===== src/rtl/clkmon_pkg.sv =====
// Shared types and helpers for the clkmon clock monitor.
package clkmon_pkg;

  localparam int unsigned MAX_CNT_WIDTH = 32;

  typedef enum logic [1:0] {
    IDLE,
    MEASURE,
    LOCKED
  } clkmon_state_t;

  // |a - b| computed one bit wider than the operands, so it never wraps
  function automatic logic [MAX_CNT_WIDTH:0] abs_diff(
    input logic [MAX_CNT_WIDTH-1:0] a,
    input logic [MAX_CNT_WIDTH-1:0] b
  );
    logic [MAX_CNT_WIDTH:0] d;
    d = {1'b0, a} - {1'b0, b};
    if (d[MAX_CNT_WIDTH]) d = '0 - d;
    return d;
  endfunction

endpackage


===== src/rtl/clkmon_sync.sv =====
// Synchronizer and rising-edge detector for the monitored clock.
// CLKMON_GLITCH_FILTER_EN adds a filter stage that rejects 1-cycle glitches.
module clkmon_sync (
  input  logic clk,
  input  logic rst,
  input  logic clkin,
  output logic edge_c
);

  logic s1, s2, s3;

  // Flops reset high so a clkin already high at reset release is not an edge
  always_ff @(posedge clk or posedge rst) begin
    if (rst) begin
      s1 <= 1'b1;
      s2 <= 1'b1;
      s3 <= 1'b1;
    end else begin
      s1 <= clkin;
      s2 <= s1;
      s3 <= s2;
    end
  end

`ifdef CLKMON_GLITCH_FILTER_EN
  logic f, f_new;

  // Level only follows s2 once it has been stable for two samples
  assign f_new = (s2 == s3) ? s2 : f;

  always_ff @(posedge clk or posedge rst) begin
    if (rst) f <= 1'b1;
    else     f <= f_new;
  end

  assign edge_c = f_new & ~f;
`else
  assign edge_c = s2 & ~s3;
`endif

endmodule


===== src/rtl/clkmon.sv =====
// Clock monitor: measures the period of clkin in clk cycles and reports lock.
// Build with CLKMON_GLITCH_FILTER_EN to enable the glitch filter in clkmon_sync.
module clkmon
  import clkmon_pkg::*;
#(
  parameter int unsigned CNT_WIDTH     = 16,
  parameter int unsigned EXPECT_PERIOD = 100,
  parameter int unsigned TOLERANCE     = 2,
  parameter int unsigned LOCK_COUNT    = 4
) (
  input  logic                 clk,
  input  logic                 rst,
  input  logic                 clkin,
  output logic                 rise,
  output logic [CNT_WIDTH-1:0] period,
  output logic                 period_valid,
  output logic                 locked,
  output logic                 timeout
);

  localparam int unsigned MCNT_WIDTH = (LOCK_COUNT == 0) ? 1 : $clog2(LOCK_COUNT + 1);
  localparam logic [CNT_WIDTH-1:0]  CNT_MAX   = '1;
  localparam logic [MCNT_WIDTH-1:0] MCNT_LOCK = MCNT_WIDTH'(LOCK_COUNT);
  localparam logic [CNT_WIDTH:0]    TOL       = (CNT_WIDTH + 1)'(TOLERANCE);

  if (CNT_WIDTH < 2 || CNT_WIDTH > MAX_CNT_WIDTH || LOCK_COUNT == 0 ||
      64'(EXPECT_PERIOD) + 64'(TOLERANCE) >= (64'd1 << CNT_WIDTH) - 64'd1) begin : g_param_check
    $error("clkmon: illegal parameter combination");
  end

  logic                  edge_c;
  logic [CNT_WIDTH-1:0]  cnt;
  logic [CNT_WIDTH:0]    diff_c;
  logic                  match_c;
  logic [MCNT_WIDTH-1:0] mcnt;
  logic [MCNT_WIDTH-1:0] mcnt_inc_c;
  clkmon_state_t         state;

  clkmon_sync u_sync (
    .clk    (clk),
    .rst    (rst),
    .clkin  (clkin),
    .edge_c (edge_c)
  );

  // Period counter: restarts at 1 on each edge, sticks at all-ones
  always_ff @(posedge clk or posedge rst) begin
    if (rst)                 cnt <= '0;
    else if (edge_c)         cnt <= CNT_WIDTH'(1);
    else if (cnt != CNT_MAX) cnt <= cnt + CNT_WIDTH'(1);
  end

  assign diff_c     = (CNT_WIDTH + 1)'(abs_diff(MAX_CNT_WIDTH'(cnt), MAX_CNT_WIDTH'(EXPECT_PERIOD)));
  assign match_c    = (diff_c <= TOL);
  assign mcnt_inc_c = mcnt + MCNT_WIDTH'(1);

  // Lock FSM with registered outputs; an edge takes priority over saturation
  always_ff @(posedge clk or posedge rst) begin
    if (rst) begin
      state        <= IDLE;
      mcnt         <= '0;
      rise         <= 1'b0;
      period       <= '0;
      period_valid <= 1'b0;
      locked       <= 1'b0;
      timeout      <= 1'b0;
    end else begin
      rise         <= edge_c;
      period_valid <= 1'b0;
      timeout      <= 1'b0;
      if (edge_c) begin
        if (state != IDLE) begin
          period       <= cnt;
          period_valid <= 1'b1;
        end
        case (state)
          IDLE: state <= MEASURE;
          MEASURE: begin
            if (match_c) begin
              mcnt <= mcnt_inc_c;
              if (mcnt_inc_c == MCNT_LOCK) begin
                state  <= LOCKED;
                locked <= 1'b1;
              end
            end else begin
              mcnt <= '0;
            end
          end
          LOCKED: begin
            if (!match_c) begin
              state  <= MEASURE;
              locked <= 1'b0;
              mcnt   <= '0;
            end
          end
          default: state <= IDLE;
        endcase
      end else if (cnt == CNT_MAX && state != IDLE) begin
        state   <= IDLE;
        timeout <= 1'b1;
        locked  <= 1'b0;
        mcnt    <= '0;
      end
    end
  end

endmodule


===== config.mk =====
export PLATFORM = sky130hd
export DESIGN_NAME = clkmon
export DESIGN_NICKNAME = d
export VERILOG_FILES = /design/src/rtl/clkmon_pkg.sv /design/src/rtl/clkmon_sync.sv /design/src/rtl/clkmon.sv
export SDC_FILE = /design/constraint.sdc
export NUM_CORES = 1
export LEC_CHECK = 0
export ABC_AREA = 1
export CORE_ASPECT_RATIO = 0.9
export CORE_MARGIN = 2
export CORE_UTILIZATION = 40
export DETAILED_ROUTE_END_ITERATION = 8
export PLACE_DENSITY = 0.58
export SLEW_MARGIN = 20
export SYNTH_ARGS = -nofsm -noshare
export SYNTH_HDL_FRONTEND = slang
export SYNTH_SLANG_ARGS = --single-unit

===== constraint.sdc =====
create_clock -name clk -period 5.7 [get_ports clk]
set_clock_uncertainty 0.2 [all_clocks]
set_input_delay 1.71 -clock clk [delete_from_list [all_inputs] [get_ports clk]]
set_output_delay 1.71 -clock clk [all_outputs]
set_load 0.05 [all_outputs]

==> out/qor.yml <==
synthesis:
  synthAdderAreaFrac_pct: 3.61
  synth_nets: 378
  synth_edf_count: 0
  synth_seq_cells: 44
  yosysTopAreaCell: "dfrtp_1"
  async_flop_share_pct: 100
  yosys-top-cells-area: "dfrtp_1, nand2_1, inv_1, o21ai_0, nor2_1"
  synth_seq_area_share_pct: 39.9
  synth_top_area_share_pct: 37.0
  synth_area_um2: 2770
  synthMuxAreaShare_pct: 0
  synth-compound-area-share_pct: 9.89
  synth_top_family_by_area: "simple AND/OR/NAND/NOR gates"
  synth-xor-area-share_pct: 1.90
  ys_types: 35
  synthCells: 367
  synth_ff_type: "dfrtp_1"
  avgSynthCellArea_um2: 7.55
  synth-simple-area-share_pct: 36.1
  yosys_warnings: 0
detailed_routing:
  drt-initial-drc-count: 100
  vias: 2356
  wl_met3_um: 228
  met1_length_mm: 3.17
  first_pass_iters: 5
  vias_per_cell: 4.91
  routed-wl-met2_mm: 2.71
  top_layer: "met4"
  remaining_drc_errors: 0
  routed_wl_mm: 6.14
  antenna_left: 0
  wl_per_cell_um: 12.8
worst_setup_path:
  crit_path_start_kind: "register"
  crit_path_top_delay_cell: "clkdlybuf4s50_1"
  slowest_delay_ps: 800
  r2r_slack_ps: 2740
  cp_cell_sequence: "clkdlybuf4s50_1"
  r2r.worst_path.cells: 7
  reg2reg_from: "u_sync.s2"
  cp-end-kind: "output port"
  path_delay_family: "buffers and inverters"
  worstPathRequired_ps: 3790
  cp_num_buf_inv: 1
  path_class: "reg2out"
  rr_endpoint: "period[11]"
  path_max_fanout: 2
  crit_arrival_ps: 1470
place:
  pre_cts_ws_ps: 2570
  dpl.hpwl_mm: 4.55
  portBuffers: 22
  gp_congestion: 0.841
status:
  status: "finished, final reports clean"
global_routing:
  grt.overflow.total: 0
  grt_pass1_vias: 2214
  grt_pass1_wl_mm: 10.8
  grt_max_degree: 45
  antenna_found_initial: 0
  grtUsageTotal_pct: 17.4
hold_path:
  hp-start: "u_sync.s1"
  hold_end: "u_sync.s2"
  hold_depth: 0
  hold_path_class: "reg2reg"
timing:
  period_share_pct: 59.3
  worst_slew_pin_slew_ps: 923
  worst_slack_ps: 2320
  min_period_ps: 3380
  fin_setup_tns_ps: 0
  slew_viol_final: 0
  relSlewSlack_pct: 38.2
  setup_violations: 0
  hold_viol: 0
  rsz0062_at_grt: "false"
  fmax_mhz: 296
cells_and_area:
  final_common_cell: "nand2_1"
  fillers: 665
  area_growth_pct: 14.4
  antennaDiodeCount: 0
  fin_nets: 400
  multiInputGateArea_um2: 1430
  final_cell_mix: "nand2_1, inv_1, dfrtp_1"
  seqCellArea_um2: 1100
  drive_above_1_share_pct: 12.8
die:
  pin_count: 23
  placementRows: 28
  core_um2: 6660
  fp.dieH_um: 83.0
  die_w_um: 91.7
  die_area_um2: 7610
  start_util_pct: 41.6
job:
  drv_cap: 0
pwr:
  leakage_nw: 1.53
  ir_worst_vdd_v: 0.0000967
  power_density_nw_per_um2: 298
clock_network:
  clock_latency_ps: 310
  cts_tree: "built"
  numCtsBuffers: 5
  root_buffer: "clkbuf_8"
  post_cts_resized: 0
  path_clk_slew_ps: 90
  ctsHoldBuffers: 0
  clock_sinks: 44
  post_cts_buffers: 0
  htree_levels: 2
  clock_path_buffers: 2
[cell families (layout without fill, tap and decap cells)]
family,Yosys count,count (layout)
fa+ha+maj,8,8
buf+inv,57,80
simple gates,204,204
xor+xnor,6,6
flops,44,44
compound gates,48,48
[worst max-delay path by stage]
stage | slack, ps | startpoint | end | cells after the start
6_report | 2320 | period[4] | period[4] | 1
5_1_grt | 2250 | period[0] | period[0] | 1
4_1_cts | 2300 | period[0] | period[0] | 1
3_5_place_dp | 2570 | rst | period[0] | 2
3_3_place_gp | 2580 | rst | period[2] | 2
2_1_floorplan | 2760 | rst | cnt[0] | 1
[registers in the layout, indices dropped and copies added (netlist names)]
signal,cells
timeout,1
period,16
u_sync.s1,1
u_sync.s3,1
state,2
cnt,16
rise,1
period_valid,1
mcnt,3
locked,1
u_sync.s2,1
[final cells by class]
type / count / share of cell area [%]
Clock inverter: 3 / 1.46
Inverter: 50 / 6.00
Clock buffer: 5 / 2.17
Timing Repair Buffer: 22 / 6.95
Multi-Input combinational cell: 266 / 45.0
Sequential cell: 44 / 34.9
Tap cell: 90 / 3.55
[through the flow]
step / cells / utilization, % / power [mW] / hold WS (ps) / cell area [µm²]
after detailed placement: 472 / 45.9 / 0.701 / 150 / 3050
after global routing: 480 / 47.6 / 1.01 / 165 / 3170
final: 480 / 47.6 / 0.944 / 161 / 3170
after global placement: 472 / 45.9 / 0.696 / 151 / 3050
after CTS: 480 / 47.6 / 0.958 / 164 / 3170
after floorplan: 367 / - / 0.620 / 145 / 2770
[per-layer routing]
| metal | GRT usage [%] | up-vias |
|---|---|---|
| li1 | - | 1219 |
| met1 | 25.9 | 1085 |
| met2 | 25.9 | 50 |
| met3 | 3.27 | 2 |
| met4 | 4.75 | 0 |
| met5 | 0 | - |
[power breakdown]
group / internal, mW / leakage, nW / switching (mW)
clock: 0.132 / 0.0548 / 0.119
combinational: 0.107 / 0.880 / 0.214
sequential: 0.341 / 0.591 / 0.0296
[Yosys cell counts (2+ instances only)]
library cell,number
a21oi_1,13
clkbuf_1,5
dfrtp_1,41
dfstp_2,3
ha_1,8
inv_1,44
inv_2,4
nand2_1,103
nand2_2,6
nand2_4,3
nand3_1,17
nand3_2,5
nand3b_1,2
nand4_1,8
nor2_1,33
nor2_2,3
nor2_4,4
nor3_1,11
nor3_2,3
nor4_1,3
o21ai_0,27
o21ai_2,4
xor2_1,5
No activity file was read; power rests on OpenSTA's default activity.
